## config.mk

```make
export PLATFORM = sky130hd
export DESIGN_NAME = gm_mvc_write_logic
export DESIGN_NICKNAME = d
export VERILOG_FILES = /design/src/rtl/gm_fifo_pkg.sv /design/src/rtl/gm_gray2bin.sv /design/src/rtl/gm_mvc_write_logic.sv
export SDC_FILE = /design/constraint.sdc
export NUM_CORES = 1
export LEC_CHECK = 0
export BUFFER_PORTS_ARGS = -buffer_cell sky130_fd_sc_hd__buf_2
export CAP_MARGIN = 20
export CORE_MARGIN = 4
export CORE_UTILIZATION = 46
export DETAILED_ROUTE_END_ITERATION = 10
export PLACE_DENSITY = 0.82
export SYNTH_ARGS = -nofsm -noshare
export SYNTH_HDL_FRONTEND = slang
export SYNTH_SLANG_ARGS = --single-unit
export TNS_END_PERCENT = 5
```

## constraint.sdc

```tcl
create_clock -name clk -period 7.8 [get_ports clk]
set_clock_uncertainty 0.2 [all_clocks]
set_input_delay 1.56 -clock clk [delete_from_list [all_inputs] [get_ports clk]]
set_output_delay 1.56 -clock clk [all_outputs]
set_load 0.005 [all_outputs]
```

## src/rtl/gm_fifo_pkg.sv

```systemverilog
// Shared helpers for the multi-VC dual-clock FIFO: pointer width and
// Gray-to-binary conversion used by the write logic, read logic and benches.
package gm_fifo_pkg;

  // Pointer width carries one extra wrap bit above the address bits.
  function automatic int ptr_width(input int depth);
    return $clog2(depth) + 1;
  endfunction

  // Gray-to-binary over a 32-bit container; bit i is the XOR of Gray bits
  // i..31, so zero-extended narrower codes convert correctly.
  function automatic logic [31:0] gray2bin(input logic [31:0] gray);
    logic [31:0] bin;
    bin[31] = gray[31];
    for (int i = 30; i >= 0; i--) begin
      bin[i] = bin[i+1] ^ gray[i];
    end
    return bin;
  endfunction

endpackage

```

## src/rtl/gm_gray2bin.sv

```systemverilog
// Combinational Gray-to-binary converter of a configurable width.
module gm_gray2bin #(
  parameter int WIDTH = 4
) (
  input  logic [WIDTH-1:0] i_gray,
  output logic [WIDTH-1:0] o_bin
);

  // Bit i of the binary value is the XOR of all Gray bits at or above i.
  always_comb begin
    o_bin = '0;
    for (int i = 0; i < WIDTH; i++) begin
      o_bin[i] = ^(i_gray >> i);
    end
  end

endmodule

```

## src/rtl/gm_mvc_write_logic.sv

```systemverilog
// Write-domain controller for the multi-VC dual-clock FIFO. Holds one
// binary/Gray write pointer per VC, derives full / almost-full / level /
// sticky overflow against the synchronised read pointers, and produces the
// shared-RAM write address and enable.
//
// Handshake: a request is the single-cycle pulse valid_in with vc_in; there
// is no ready. The request is accepted exactly when wr_en_out is high in that
// cycle (legal VC, target not full, not in reset); otherwise it is dropped
// and the relevant sticky flag records why.
module gm_mvc_write_logic
  import gm_fifo_pkg::*;
#(
  parameter int NUM_VC          = 2,
  parameter int DEPTH           = 16,
  parameter int ALMOST_FULL_THR = DEPTH - 2,
  localparam int LOG2_DEPTH     = $clog2(DEPTH),
  localparam int VC_W           = (NUM_VC > 1) ? $clog2(NUM_VC) : 1,
  localparam int PTR_W          = ptr_width(DEPTH)
) (
  input  logic                       clk,
  input  logic                       rst,
  input  logic                       valid_in,
  input  logic [VC_W-1:0]            vc_in,
  output logic                       wr_en_out,
  output logic [VC_W+LOG2_DEPTH-1:0] wraddr_out,
  output logic [NUM_VC*PTR_W-1:0]    wrptr_out,
  input  logic [NUM_VC*PTR_W-1:0]    rdptr_in,
  output logic [NUM_VC-1:0]          full_out,
  output logic [NUM_VC-1:0]          almost_full_out,
  output logic [NUM_VC*PTR_W-1:0]    level_out,
  output logic [NUM_VC-1:0]          overflow_out,
  output logic                       illegal_vc_out
);

  logic [VC_W-1:0]       w_vc_sel;
  logic                  w_legal;
  logic                  w_sel_full;
  logic [LOG2_DEPTH-1:0] w_sel_low;
  logic                  w_ovf_req;
  logic [NUM_VC-1:0]     w_full;
  logic [LOG2_DEPTH-1:0] w_low [NUM_VC];
  logic                  r_illegal;

  // With a single VC the select input is ignored entirely.
  assign w_vc_sel = (NUM_VC == 1) ? '0 : vc_in;
  assign w_legal  = (NUM_VC == 1) ? 1'b1
                  : ({1'b0, vc_in} < (VC_W+1)'(NUM_VC));

  // Select the addressed VC's full flag and RAM offset without indexing
  // past the populated VCs when vc_in is out of range.
  always_comb begin
    w_sel_full = 1'b0;
    w_sel_low  = '0;
    for (int k = 0; k < NUM_VC; k++) begin
      if (w_vc_sel == VC_W'(k)) begin
        w_sel_full = w_full[k];
        w_sel_low  = w_low[k];
      end
    end
  end

  assign wr_en_out  = valid_in && w_legal && !w_sel_full && !rst;
  assign w_ovf_req  = valid_in && w_legal && w_sel_full;
  assign wraddr_out = {w_vc_sel, w_sel_low};

  // Sticky record of requests aimed at a VC that does not exist.
  always_ff @(posedge clk) begin
    if (rst) begin
      r_illegal <= 1'b0;
    end else if (valid_in && !w_legal) begin
      r_illegal <= 1'b1;
    end
  end

  assign illegal_vc_out = r_illegal;

  for (genvar k = 0; k < NUM_VC; k++) begin : g_vc
    logic [PTR_W-1:0] r_wrbin;
    logic [PTR_W-1:0] r_wrgray;
    logic             r_ovf;
    logic [PTR_W-1:0] w_rdbin;
    logic [PTR_W-1:0] w_level;
    logic [PTR_W-1:0] w_next;
    logic             w_hit;

    gm_gray2bin #(.WIDTH(PTR_W)) u_rd_g2b (
      .i_gray (rdptr_in[k*PTR_W +: PTR_W]),
      .o_bin  (w_rdbin)
    );

    assign w_hit    = (w_vc_sel == VC_W'(k));
    assign w_next   = r_wrbin + 1'b1;
    // Modular subtraction keeps level correct across the pointer wrap.
    assign w_level  = r_wrbin - w_rdbin;
    assign w_full[k] = (r_wrbin[PTR_W-1] != w_rdbin[PTR_W-1]) &&
                       (r_wrbin[LOG2_DEPTH-1:0] == w_rdbin[LOG2_DEPTH-1:0]);
    assign w_low[k] = r_wrbin[LOG2_DEPTH-1:0];

    // Advance binary and Gray pointers together on an accepted write and
    // latch overflow when a write targets this VC while it is full.
    always_ff @(posedge clk) begin
      if (rst) begin
        r_wrbin  <= '0;
        r_wrgray <= '0;
        r_ovf    <= 1'b0;
      end else begin
        if (wr_en_out && w_hit) begin
          r_wrbin  <= w_next;
          r_wrgray <= w_next ^ (w_next >> 1);
        end
        if (w_ovf_req && w_hit) begin
          r_ovf <= 1'b1;
        end
      end
    end

    assign wrptr_out[k*PTR_W +: PTR_W] = r_wrgray;
    assign level_out[k*PTR_W +: PTR_W] = w_level;
    assign full_out[k]                 = w_full[k];
    assign almost_full_out[k]          = (w_level >= PTR_W'(ALMOST_FULL_THR));
    assign overflow_out[k]             = r_ovf;
  end

endmodule

```

==> results of run 1 <==
[synth_stat cells (6+ instances only)]
| cell | number |
|---|---|
| buf_4 | 6 |
| inv_1 | 21 |
| dfxtp_1 | 20 |
| a21boi_0 | 7 |
| mux2i_1 | 8 |
| xor2_1 | 8 |
| nor2_1 | 21 |
| nand2_1 | 6 |
| xnor2_1 | 15 |
| ha_1 | 11 |
| o21ai_0 | 10 |
[area by class of cell]
class	instances	area share
Timing Repair Buffer	45	0.119
Multi-Input combinational cell	138	0.584
Clock buffer	3	0.0119
Sequential cell	20	0.212
Tap cell	46	0.0305
Inverter	21	0.0417
[stage by stage]
| stage | area (um^2) | std cells |
|---|---|---|
| floorplan | 1670 | 190 |
| global placement | 1870 | 270 |
| detailed placement | 1870 | 270 |
| CTS | 1890 | 273 |
| global route | 1890 | 273 |
| finish | 1890 | 273 |
[sequential cells by signal (all words and copies together), names as in the netlist]
signal / flops
g_vc.r_ovf: 2
g_vc.r_wrbin: 10
g_vc.r_wrgray: 8
[worst max-delay path, stage by stage]
cell and delay [ns]:
buf_2 0.13, xnor2_2 0.24, xor2_2 0.19, xor2_1 0.27, xnor2_1 0.16, ha_1 0.26
nand4_1 0.20, nor2_1 0.11, a2111oi_0 0.63, buf_2 0.22
[per-layer routing]
| metal | GRT usage | share of wire | vias to the layer above |
|---|---|---|---|
| li1 | - | - | 706 |
| met1 | 0.193 | 0.43 | 630 |
| met2 | 0.274 | 0.52 | 37 |
| met3 | 0.0361 | 0.047 | 0 |
| met4 | 0.0223 | 0 | 0 |
| met5 | 0 | 0 | - |
[power by group]
group          internal [mW]  switching, mW  leakage [nW]
clock                 0.0180         0.0309        0.0138
sequential             0.105        0.00244         0.162
combinational         0.0491         0.0543         0.708
[worst min-delay path by stage]
stage / endpoint / slack (ns) / from
2_1_floorplan: g_vc[0].r_ovf / 0.25 / g_vc[0].r_ovf
3_3_place_gp: g_vc[0].r_ovf / 0.26 / g_vc[0].r_ovf
3_5_place_dp: g_vc[0].r_ovf / 0.26 / g_vc[0].r_ovf
4_1_cts: g_vc[0].r_ovf / 0.28 / g_vc[0].r_ovf
5_1_grt: g_vc[0].r_ovf / 0.29 / g_vc[0].r_ovf
6_report: g_vc[0].r_ovf / 0.27 / g_vc[0].r_ovf
[cells by family (layout without fill, tap and decap cells)]
group	count (synthesis)	in the layout	share of synthesized area
muxes	10	10	0.0616
AOI/OAI and AO/OA	36	36	0.158
other	1	1	0.00225
and+or+nand+nor	49	49	0.155
DFF	20	20	0.240
buffers and inverters	32	69	0.0969
adders and majority gates	13	13	0.107
xor gates and xnor gates	29	29	0.180
==> impl_metrics.prom, run 1 <==
# TYPE chip_impl_metric gauge
chip_impl_info{name="ctsRootBufferMaster",value="clkbuf_4"} 1
chip_impl_metric{name="pin_count",unit=""} 47
chip_impl_metric{name="layout_setup_ws",unit="ns"} 2.06
chip_impl_metric{name="total_power",unit="mW"} 0.259
chip_impl_metric{name="antenna-diode-count",unit=""} 0
chip_impl_info{name="r2r_startpoint",value="g_vc[0].r_wrbin[0]"} 1
chip_impl_info{name="outcome",value="complete, no violations"} 1
chip_impl_metric{name="floorplan.rows",unit=""} 21
chip_impl_metric{name="drv.max_cap_violation_count",unit=""} 0
chip_impl_metric{name="critPathArrivalTime",unit="ns"} 3.98
chip_impl_metric{name="initial_util",unit=""} 0.488
chip_impl_info{name="start_kind",value="primary input"} 1
chip_impl_metric{name="cts_buffers",unit=""} 3
chip_impl_metric{name="power.leakage",unit="nW"} 0.883
chip_impl_metric{name="layout_worst_path_cycle_share",unit=""} 0.736
chip_impl_metric{name="hold-worst-slack",unit="ns"} 0.272
chip_impl_metric{name="cts_sinks",unit=""} 20
chip_impl_info{name="dominantRegCellSynth",value="dfxtp_1"} 1
chip_impl_metric{name="async_flop_share",unit=""} 0
chip_impl_metric{name="place.port_buffers",unit=""} 45
chip_impl_metric{name="largest_net_degree_at_the_start_of_global_routing",unit=""} 24
chip_impl_metric{name="setup_viol",unit=""} 0
chip_impl_metric{name="clock_latency_at_the_later_pin_of_the_worst_skew_pair",unit="ns"} 0.30
chip_impl_metric{name="yosysWarnings",unit=""} 0
chip_impl_info{name="rsz_0062_raised_after_global_routing",value="no"} 1
chip_impl_metric{name="power_density",unit="nW/um^2"} 137
chip_impl_metric{name="drt_iter0_markers",unit=""} 47
chip_impl_metric{name="h_tree_depth",unit=""} 1
chip_impl_metric{name="grt_first_pass_wirelength",unit="mm"} 5.60
chip_impl_metric{name="vias_per_cell",unit=""} 5.03
chip_impl_metric{name="antenna_found_initial",unit=""} 0
chip_impl_metric{name="min_path_cells",unit=""} 2
chip_impl_metric{name="syn-num-nets",unit=""} 217
chip_impl_metric{name="dp.final_hpwl",unit="mm"} 2.66
chip_impl_metric{name="synth.avg_cell_area",unit="um^2"} 8.76
chip_impl_info{name="post-synth-top-area-cell",value="dfxtp_1"} 1
chip_impl_info{name="worst_setup_path_endpoint",value="wr_en_out"} 1
chip_impl_metric{name="vdd.ir_drop.worst",unit="mV"} 0.106
chip_impl_metric{name="fillers",unit=""} 338
chip_impl_metric{name="final_antenna_net_count",unit=""} 0
chip_impl_info{name="critPathLaunch",value="rdptr_in[9]"} 1
chip_impl_metric{name="ys_seq_elements",unit=""} 20
chip_impl_metric{name="cts.reportedPaths.clkPinSlew",unit="ns"} 0.11
chip_impl_metric{name="seqCellArea",unit="um^2"} 400
chip_impl_metric{name="areaGrowthSynthToFinish",unit="%"} 13.4
chip_impl_metric{name="synth_edf_count",unit=""} 0
chip_impl_metric{name="core_area",unit="um^2"} 3420
chip_impl_metric{name="finalMaxSlewViolations",unit=""} 0
chip_impl_metric{name="cts-hold-fix-buffers",unit=""} 0
chip_impl_info{name="r2r_end",value="g_vc[0].r_wrgray[2]"} 1
chip_impl_metric{name="fin_tns_setup",unit="ns"} 0
chip_impl_info{name="critical_path_class",value="in2out"} 1
chip_impl_metric{name="timing.reg2reg.setup_slack",unit="ns"} 5.66
chip_impl_metric{name="setup_bufs_post_cts",unit=""} 0
chip_impl_metric{name="area_of_combinational_cells_with_multiple_inputs",unit="um^2"} 1100
chip_impl_metric{name="groute.usage.overall",unit=""} 0.155
chip_impl_metric{name="detail_route.first_pass.iterations",unit=""} 4
chip_impl_metric{name="dpl_worst_slack",unit="ns"} 2.12
chip_impl_metric{name="syn_inst",unit=""} 190
chip_impl_metric{name="tightestPinTransition",unit="ns"} 0.620
chip_impl_metric{name="floorplan.die.height",unit="um"} 68.2
chip_impl_metric{name="layout.core_utilization",unit=""} 0.553
chip_impl_metric{name="fmaxAchievable",unit="MHz"} 174
chip_impl_metric{name="routed_wirelength",unit="mm"} 3.33
chip_impl_metric{name="seq_area_frac_synth",unit=""} 0.240
chip_impl_metric{name="slew_headroom",unit=""} 0.576
chip_impl_metric{name="timing.critical_path.fanout_max",unit=""} 4
chip_impl_metric{name="post_drt_wl_per_cell",unit="um"} 12.2
chip_impl_metric{name="cts-resized-gates",unit=""} 0
chip_impl_metric{name="dieArea",unit="um^2"} 4650
chip_impl_metric{name="die_width",unit="um"} 68.2
chip_impl_metric{name="synth_cell_type_count",unit=""} 39
chip_impl_metric{name="dr_total_vias",unit=""} 1373
chip_impl_metric{name="nNetsFinal",unit=""} 256
chip_impl_info{name="cts_tree",value="done"} 1
chip_impl_metric{name="synth_top_area_share",unit=""} 0.240
chip_impl_metric{name="drt_drc_violations_left",unit=""} 0
chip_impl_metric{name="required",unit="ns"} 6.04
chip_impl_metric{name="finalCriticalPeriod",unit="ns"} 5.74
chip_impl_info{name="holdCritPathClass",value="reg2reg"} 1
chip_impl_metric{name="timing.final.hold_violations",unit=""} 0
chip_impl_metric{name="clock_tree.buffer_depth",unit=""} 2
chip_impl_info{name="yosys-top-cells-area",value="dfxtp_1 24%, ha_1 8.3%, xnor2_1 7.9%"} 1
chip_impl_metric{name="drive_gt1_frac",unit=""} 0.269
chip_impl_metric{name="synth_area",unit="um^2"} 1670
chip_impl_metric{name="worst-r2r-cell-count",unit=""} 6
chip_impl_info{name="end_kind",value="primary output"} 1
chip_impl_metric{name="gp_congestion",unit=""} 0.877
chip_impl_info{name="layout_common_cells",value="45 x buf_2, 21 x inv_1, 21 x nor2_1"} 1
chip_impl_metric{name="first_global_vias",unit=""} 1284
chip_impl_metric{name="grt.overflow.total",unit=""} 0
chip_impl_info{name="layout_commonest_cell",value="buf_2"} 1
Power figures use the tool's default switching activity.
==> inputs of run 2 (changes only) <==
--- a/config.mk
+++ b/config.mk
@@ -5,12 +5,13 @@
 export SDC_FILE = /design/constraint.sdc
 export NUM_CORES = 1
 export LEC_CHECK = 0
+export ABC_AREA = 1
 export BUFFER_PORTS_ARGS = -buffer_cell sky130_fd_sc_hd__buf_2
 export CAP_MARGIN = 20
 export CORE_MARGIN = 4
 export CORE_UTILIZATION = 46
 export DETAILED_ROUTE_END_ITERATION = 10
-export PLACE_DENSITY = 0.82
+export PLACE_DENSITY = 0.85
 export SYNTH_ARGS = -nofsm -noshare
 export SYNTH_HDL_FRONTEND = slang
 export SYNTH_SLANG_ARGS = --single-unit
==> constraint.sdc (replaced) <==
create_clock -name clk -period 5 [get_ports clk]
set_clock_uncertainty 0.2 [all_clocks]
set_input_delay 1 -clock clk [delete_from_list [all_inputs] [get_ports clk]]
set_output_delay 1 -clock clk [all_outputs]
set_load 0.005 [all_outputs]
==> impl_metrics.prom, run 2 <==
# TYPE chip_impl_metric gauge
chip_impl_info{name="outcome",value="complete, no violations"} 1
chip_impl_info{name="layout_commonest_cell",value="nand2_1"} 1
chip_impl_info{name="critical_path_class",value="in2out"} 1
chip_impl_metric{name="cts.reportedPaths.clkPinSlew",unit="ns"} 0.13
chip_impl_metric{name="grt_first_pass_wirelength",unit="mm"} 5.35
chip_impl_metric{name="vdd.ir_drop.worst",unit="mV"} 0.141
chip_impl_metric{name="place.port_buffers",unit=""} 45
chip_impl_info{name="end_kind",value="primary output"} 1
chip_impl_metric{name="largest_net_degree_at_the_start_of_global_routing",unit=""} 22
chip_impl_metric{name="clock_tree.buffer_depth",unit=""} 2
chip_impl_metric{name="fillers",unit=""} 332
chip_impl_metric{name="groute.usage.overall",unit=""} 0.145
chip_impl_info{name="start_kind",value="primary input"} 1
chip_impl_metric{name="drive_gt1_frac",unit=""} 0.206
chip_impl_metric{name="syn-num-nets",unit=""} 276
chip_impl_info{name="reg.largest.list",value="g_vc.r_wrbin x10, g_vc.r_wrgray x8, g_vc.r_ovf x2"} 1
chip_impl_metric{name="required",unit="ns"} 3.80
chip_impl_info{name="largest_register",value="g_vc.r_wrbin"} 1
chip_impl_metric{name="met1_usage",unit=""} 0.200
chip_impl_metric{name="globalRouteMet3Util",unit=""} 0.0230
chip_impl_metric{name="nNetsFinal",unit=""} 315
chip_impl_metric{name="setup_bufs_post_cts",unit=""} 0
chip_impl_metric{name="clock_latency_at_the_later_pin_of_the_worst_skew_pair",unit="ns"} 0.30
chip_impl_metric{name="power_switching",unit="mW"} 0.179
chip_impl_info{name="yosys-top-cells-area",value="dfxtp_1 24%, nand2_1 15%, inv_1 9.4%"} 1
chip_impl_metric{name="layout.core_utilization",unit=""} 0.560
chip_impl_metric{name="core_area",unit="um^2"} 3420
chip_impl_metric{name="first_global_vias",unit=""} 1271
chip_impl_metric{name="antenna_found_initial",unit=""} 0
chip_impl_metric{name="drt_drc_violations_left",unit=""} 0
chip_impl_metric{name="floorplan.rows",unit=""} 21
chip_impl_metric{name="fin_tns_setup",unit="ns"} 0
chip_impl_metric{name="async_flop_share",unit=""} 0
chip_impl_metric{name="floorplan.die.height",unit="um"} 68.4
chip_impl_metric{name="cts-hold-fix-buffers",unit=""} 0
chip_impl_metric{name="pwr-share-comb",unit=""} 0.444
chip_impl_info{name="layout_common_cells",value="69 x nand2_1, 45 x buf_2, 42 x inv_1"} 1
chip_impl_metric{name="drt_iter0_markers",unit=""} 60
chip_impl_metric{name="clkPwrFrac",unit=""} 0.195
chip_impl_metric{name="power_density",unit="nW/um^2"} 256
chip_impl_metric{name="synth_edf_count",unit=""} 0
chip_impl_metric{name="hold-worst-slack",unit="ns"} 0.271
chip_impl_info{name="dominantRegCellSynth",value="dfxtp_1"} 1
chip_impl_metric{name="cts-resized-gates",unit=""} 0
chip_impl_metric{name="fmaxAchievable",unit="MHz"} 236
chip_impl_metric{name="antenna-diode-count",unit=""} 0
chip_impl_metric{name="netSwitchingFraction",unit=""} 0.364
chip_impl_metric{name="h_tree_depth",unit=""} 1
chip_impl_metric{name="largest_register_ff_count",unit=""} 10
chip_impl_metric{name="p_seq_frac",unit=""} 0.361
chip_impl_info{name="cts_tree",value="done"} 1
chip_impl_metric{name="cts_sinks",unit=""} 20
chip_impl_metric{name="tightestPinTransition",unit="ns"} 0.684
chip_impl_metric{name="dpl_cell_area",unit="um^2"} 1880
chip_impl_metric{name="gp_congestion",unit=""} 0.793
chip_impl_metric{name="synth_top_area_share",unit=""} 0.239
chip_impl_metric{name="finalMaxSlewViolations",unit=""} 0
chip_impl_info{name="grt-busiest-layer",value="met2"} 1
chip_impl_info{name="holdCritPathClass",value="reg2reg"} 1
chip_impl_metric{name="die_width",unit="um"} 68.4
chip_impl_info{name="post-synth-top-area-cell",value="dfxtp_1"} 1
chip_impl_metric{name="seqCellArea",unit="um^2"} 400
chip_impl_metric{name="yosysWarnings",unit=""} 0
chip_impl_info{name="ctsRootBufferMaster",value="clkbuf_4"} 1
chip_impl_metric{name="synth.avg_cell_area",unit="um^2"} 6.74
chip_impl_metric{name="cts_buffers",unit=""} 3
chip_impl_metric{name="met2_usage",unit=""} 0.230
chip_impl_metric{name="synth_cell_type_count",unit=""} 22
chip_impl_metric{name="final_antenna_net_count",unit=""} 0
chip_impl_metric{name="finalCriticalPeriod",unit="ns"} 4.23
chip_impl_metric{name="internal_power",unit="mW"} 0.312
chip_impl_metric{name="timing.final.hold_violations",unit=""} 0
chip_impl_metric{name="detail_route.first_pass.iterations",unit=""} 4
chip_impl_metric{name="critPathArrivalTime",unit="ns"} 3.03
chip_impl_metric{name="initial_util",unit=""} 0.491
chip_impl_metric{name="layout_setup_ws",unit="ns"} 0.771
chip_impl_metric{name="dpl_worst_slack",unit="ns"} 0.751
chip_impl_metric{name="areaGrowthSynthToFinish",unit="%"} 14.1
chip_impl_metric{name="pin_count",unit=""} 47
chip_impl_metric{name="dieArea",unit="um^2"} 4680
chip_impl_info{name="synth_most_common_cell",value="nand2_1"} 1
chip_impl_metric{name="vias_per_cell",unit=""} 4.55
chip_impl_info{name="synth_common_cells",value="69 x nand2_1, 42 x inv_1, 34 x nor2_1"} 1
chip_impl_metric{name="power.leakage",unit="nW"} 1.12
chip_impl_metric{name="seq_area_frac_synth",unit=""} 0.239
chip_impl_metric{name="ys_seq_elements",unit=""} 20
chip_impl_metric{name="synth_area",unit="um^2"} 1680
chip_impl_metric{name="setup_viol",unit=""} 0
chip_impl_metric{name="grt.overflow.total",unit=""} 0
chip_impl_metric{name="slew_headroom",unit=""} 0.543
chip_impl_metric{name="layout_worst_path_cycle_share",unit=""} 0.846
chip_impl_metric{name="layout.cell_area.non_filler",unit="um^2"} 1910
chip_impl_metric{name="syn_inst",unit=""} 249
chip_impl_metric{name="routed_wirelength",unit="mm"} 3.18
chip_impl_metric{name="area_of_combinational_cells_with_multiple_inputs",unit="um^2"} 1040
chip_impl_info{name="rsz_0062_raised_after_global_routing",value="no"} 1
chip_impl_metric{name="drv.max_cap_violation_count",unit=""} 0
chip_impl_metric{name="timing.critical_path.fanout_max",unit=""} 4
chip_impl_metric{name="post_drt_wl_per_cell",unit="um"} 9.54
chip_impl_metric{name="dr_total_vias",unit=""} 1514
chip_impl_metric{name="dp.final_hpwl",unit="mm"} 2.54
run 2: kinds of logic after synthesis:
family                   share of synthesized area
other                                      0.00223
AND/OR/NAND/NOR                              0.291
buffers and inverters                        0.143
XOR/XNOR                                     0.158
adder cells (fa/ha/maj)                      0.106
flip-flops                                   0.239
AO/OA/AOI/OAI                               0.0611
run 2: layer usage:
| layer | routed length, um | vias up |
|---|---|---|
| li1 | - | 817 |
| met1 | 1500 | 648 |
| met2 | 1450 | 47 |
| met3 | 202 | 2 |
| met4 | 27 | 0 |
| met5 | 0 | - |
run 2: worst paths after layout:
path / end / slack [ns] / depth (start not counted) / start
max: almost_full_out[0] / 0.77 / 10 / rdptr_in[4]
min: g_vc[1].r_ovf / 0.27 / 2 / g_vc[1].r_ovf
max reg2reg: g_vc[0].r_wrgray[2] / 3.08 / 8 / g_vc[0].r_wrbin[0]
min reg2reg: g_vc[1].r_ovf / 0.27 / 2 / g_vc[1].r_ovf
run 2: power groups by stage:
stage / Sequential, mW / Combinational [mW] / Clock, mW
2_1_floorplan: 0.180 / 0.150 / 0
3_5_place_dp: 0.181 / 0.220 / 0
4_1_cts: 0.177 / 0.222 / 0.0985
5_1_grt: 0.179 / 0.250 / 0.105
6_report: 0.177 / 0.218 / 0.0959
3_3_place_gp: 0.181 / 0.214 / 0
run 2: area by class of cell:
cell class / instances / share of cell area
clock buffer: 4 / 0.0190
multi-input combinational: 176 / 0.542
sequential: 20 / 0.209
inverter: 42 / 0.0824
timing repair buffer: 45 / 0.118
tap: 46 / 0.0301
run 2: stage by stage:
stage	instances	total power [mW]
after CTS	333	0.497
after global placement	329	0.395
after floorplan	249	0.329
final	333	0.491
after global routing	333	0.535
after detailed placement	329	0.401
run 2: critical path: stages:
cell and delay [ns]:
buf_2 0.12, xnor2_2 0.22, xor2_2 0.29, xor2_1 0.13, ha_1 0.23, fa_1 0.40, o21ai_0 0.21, xor2_1 0.19
o21ai_0 0.10, buf_2 0.13
==> inputs of run 3 (changes only) <==
--- a/config.mk
+++ b/config.mk
@@ -11,7 +11,7 @@
 export CORE_MARGIN = 4
 export CORE_UTILIZATION = 46
 export DETAILED_ROUTE_END_ITERATION = 10
-export PLACE_DENSITY = 0.85
+export PLACE_DENSITY = 0.82
 export SYNTH_ARGS = -nofsm -noshare
 export SYNTH_HDL_FRONTEND = slang
 export SYNTH_SLANG_ARGS = --single-unit
==> constraint.sdc (replaced) <==
create_clock -name clk -period 4.3 [get_ports clk]
set_clock_uncertainty 0.2 [all_clocks]
set_input_delay 0.86 -clock clk [delete_from_list [all_inputs] [get_ports clk]]
set_output_delay 0.86 -clock clk [all_outputs]
set_load 0.005 [all_outputs]
==> impl_metrics.prom, run 3 (same netlist as run 2, synthesis figures left out) <==
# TYPE chip_impl_metric gauge
chip_impl_metric{name="die_width",unit="um"} 68.4
chip_impl_metric{name="gp_congestion",unit=""} 0.799
chip_impl_info{name="hold_end",value="g_vc[1].r_ovf"} 1
chip_impl_metric{name="first_global_vias",unit=""} 1302
chip_impl_info{name="rsz_0062_raised_after_global_routing",value="no"} 1
chip_impl_metric{name="hold-worst-slack",unit="ns"} 0.269
chip_impl_info{name="ctsRootBufferMaster",value="clkbuf_4"} 1
chip_impl_metric{name="layout.core_utilization",unit=""} 0.567
chip_impl_metric{name="groute.usage.overall",unit=""} 0.151
chip_impl_info{name="start_kind",value="primary input"} 1
chip_impl_metric{name="dr_total_vias",unit=""} 1510
chip_impl_metric{name="cts_sinks",unit=""} 20
chip_impl_metric{name="areaGrowthSynthToFinish",unit="%"} 15.5
chip_impl_metric{name="initial_util",unit=""} 0.491
chip_impl_metric{name="clock_latency_at_the_later_pin_of_the_worst_skew_pair",unit="ns"} 0.30
chip_impl_metric{name="fmaxAchievable",unit="MHz"} 254
chip_impl_metric{name="floorplan.rows",unit=""} 21
chip_impl_metric{name="layout_setup_ws",unit="ns"} 0.364
chip_impl_info{name="layout_common_cells",value="69 x nand2_1, 45 x buf_2, 42 x inv_1"} 1
chip_impl_metric{name="worst-r2r-cell-count",unit=""} 8
chip_impl_metric{name="h_tree_depth",unit=""} 1
chip_impl_metric{name="final_antenna_net_count",unit=""} 0
chip_impl_metric{name="finalCriticalPeriod",unit="ns"} 3.94
chip_impl_info{name="outcome",value="complete, no violations"} 1
chip_impl_metric{name="post_drt_wl_per_cell",unit="um"} 9.84
chip_impl_metric{name="timing.reg2reg.setup_slack",unit="ns"} 2.42
chip_impl_metric{name="setup_bufs_post_cts",unit=""} 0
chip_impl_metric{name="nNetsFinal",unit=""} 316
chip_impl_metric{name="timing.critical_path.fanout_max",unit=""} 4
chip_impl_metric{name="fin_tns_setup",unit="ns"} 0
chip_impl_metric{name="finalMaxSlewViolations",unit=""} 0
chip_impl_info{name="r2r_end",value="g_vc[0].r_wrbin[0]"} 1
chip_impl_metric{name="drive_gt1_frac",unit=""} 0.208
chip_impl_metric{name="detail_route.first_pass.iterations",unit=""} 4
chip_impl_metric{name="power.leakage",unit="nW"} 1.14
chip_impl_metric{name="drv.max_cap_violation_count",unit=""} 0
chip_impl_metric{name="pin_count",unit=""} 47
chip_impl_metric{name="vias_per_cell",unit=""} 4.52
chip_impl_metric{name="min_path_cells",unit=""} 2
chip_impl_metric{name="total_power",unit="mW"} 0.615
chip_impl_info{name="cts_tree",value="done"} 1
chip_impl_metric{name="grt.overflow.total",unit=""} 0
chip_impl_metric{name="layout_worst_path_cycle_share",unit=""} 0.915
chip_impl_metric{name="cts_buffers",unit=""} 3
chip_impl_info{name="layout_commonest_cell",value="nand2_1"} 1
chip_impl_info{name="critical_path_class",value="in2out"} 1
chip_impl_metric{name="routed_wirelength",unit="mm"} 3.29
chip_impl_metric{name="setup_viol",unit=""} 0
chip_impl_metric{name="core_area",unit="um^2"} 3420
chip_impl_metric{name="dp.final_hpwl",unit="mm"} 2.62
chip_impl_metric{name="floorplan.die.height",unit="um"} 68.4
chip_impl_metric{name="vdd.ir_drop.worst",unit="mV"} 0.177
chip_impl_info{name="holdCritPathClass",value="reg2reg"} 1
chip_impl_metric{name="antenna_found_initial",unit=""} 0
chip_impl_metric{name="antenna-diode-count",unit=""} 0
chip_impl_metric{name="timing.final.hold_violations",unit=""} 0
chip_impl_metric{name="drt_iter0_markers",unit=""} 60
chip_impl_info{name="end_kind",value="primary output"} 1
chip_impl_metric{name="required",unit="ns"} 3.24
chip_impl_metric{name="clock_tree.buffer_depth",unit=""} 2
chip_impl_metric{name="critPathArrivalTime",unit="ns"} 2.88
chip_impl_metric{name="drt_drc_violations_left",unit=""} 0
chip_impl_metric{name="cts-hold-fix-buffers",unit=""} 0
chip_impl_metric{name="place.port_buffers",unit=""} 45
chip_impl_metric{name="largest_register_ff_count",unit=""} 10
chip_impl_info{name="reg.largest.list",value="g_vc.r_wrbin x10, g_vc.r_wrgray x8, g_vc.r_ovf x2"} 1
chip_impl_metric{name="dpl_worst_slack",unit="ns"} 0.346
chip_impl_metric{name="dieArea",unit="um^2"} 4680
chip_impl_info{name="r2r_startpoint",value="g_vc[0].r_wrbin[0]"} 1
chip_impl_info{name="largest_register",value="g_vc.r_wrbin"} 1
chip_impl_metric{name="cts-resized-gates",unit=""} 0
chip_impl_metric{name="grt_first_pass_wirelength",unit="mm"} 5.49
chip_impl_info{name="hold_wc_startpoint",value="g_vc[1].r_ovf"} 1
chip_impl_metric{name="largest_net_degree_at_the_start_of_global_routing",unit=""} 21
chip_impl_metric{name="power_density",unit="nW/um^2"} 317
chip_impl_metric{name="cts.reportedPaths.clkPinSlew",unit="ns"} 0.11
## run 3: how the worst max path moves through the flow
stage	slack, ns	from	endpoint	depth (start not counted)
after floorplan	0.74	rdptr_in[4]	almost_full_out[0]	8
after global placement	0.45	rdptr_in[4]	almost_full_out[0]	10
after detailed placement	0.35	rdptr_in[4]	almost_full_out[0]	10
after CTS	0.35	rdptr_in[4]	almost_full_out[0]	10
after global routing	0.15	rdptr_in[4]	almost_full_out[0]	10
final	0.36	rdptr_in[4]	almost_full_out[0]	10
## run 3: area by class of cell
type,instances,area [um^2]
clock buffer,3,22.5
clock inverter,1,30.0
fill,318,1480
inverter,42,158
multi-input combinational,176,1040
sequential,20,400
tap,46,57.6
timing repair buffer,46,233
## run 3: critical path, stage by stage
cell and delay [ns]:
buf_2 0.13, xnor2_2 0.22, xor2_2 0.28, xor2_1 0.11, ha_1 0.23, fa_1 0.42, o21ai_0 0.22, xor2_1 0.19
o21ai_0 0.10, buf_2 0.13
## run 3: per-stage QoR
| stage | cell area (um^2) | instances |
|---|---|---|
| CTS | 1940 | 334 |
| floorplan | 1680 | 249 |
| global route | 1940 | 334 |
| detailed placement | 1890 | 330 |
| global placement | 1890 | 330 |
| finish | 1940 | 334 |
## run 3: report_power, final
| group | internal (mW) | switching, mW | leakage [nW] | total (mW) |
|---|---|---|---|---|
| Clock | 0.0942 | 0.0578 | 0.0279 | 0.152 |
| Combinational | 0.118 | 0.139 | 0.944 | 0.257 |
| Sequential | 0.195 | 0.0107 | 0.163 | 0.206 |
## run 3: routing by layer
| layer | GRT usage | part of all wire | vias up |
|---|---|---|---|
| li1 | - | - | 817 |
| met5 | 0 | 0 | - |
| met4 | 0.0298 | 0.0070 | 0 |
| met3 | 0.0378 | 0.059 | 2 |
| met2 | 0.250 | 0.47 | 36 |
| met1 | 0.198 | 0.47 | 655 |
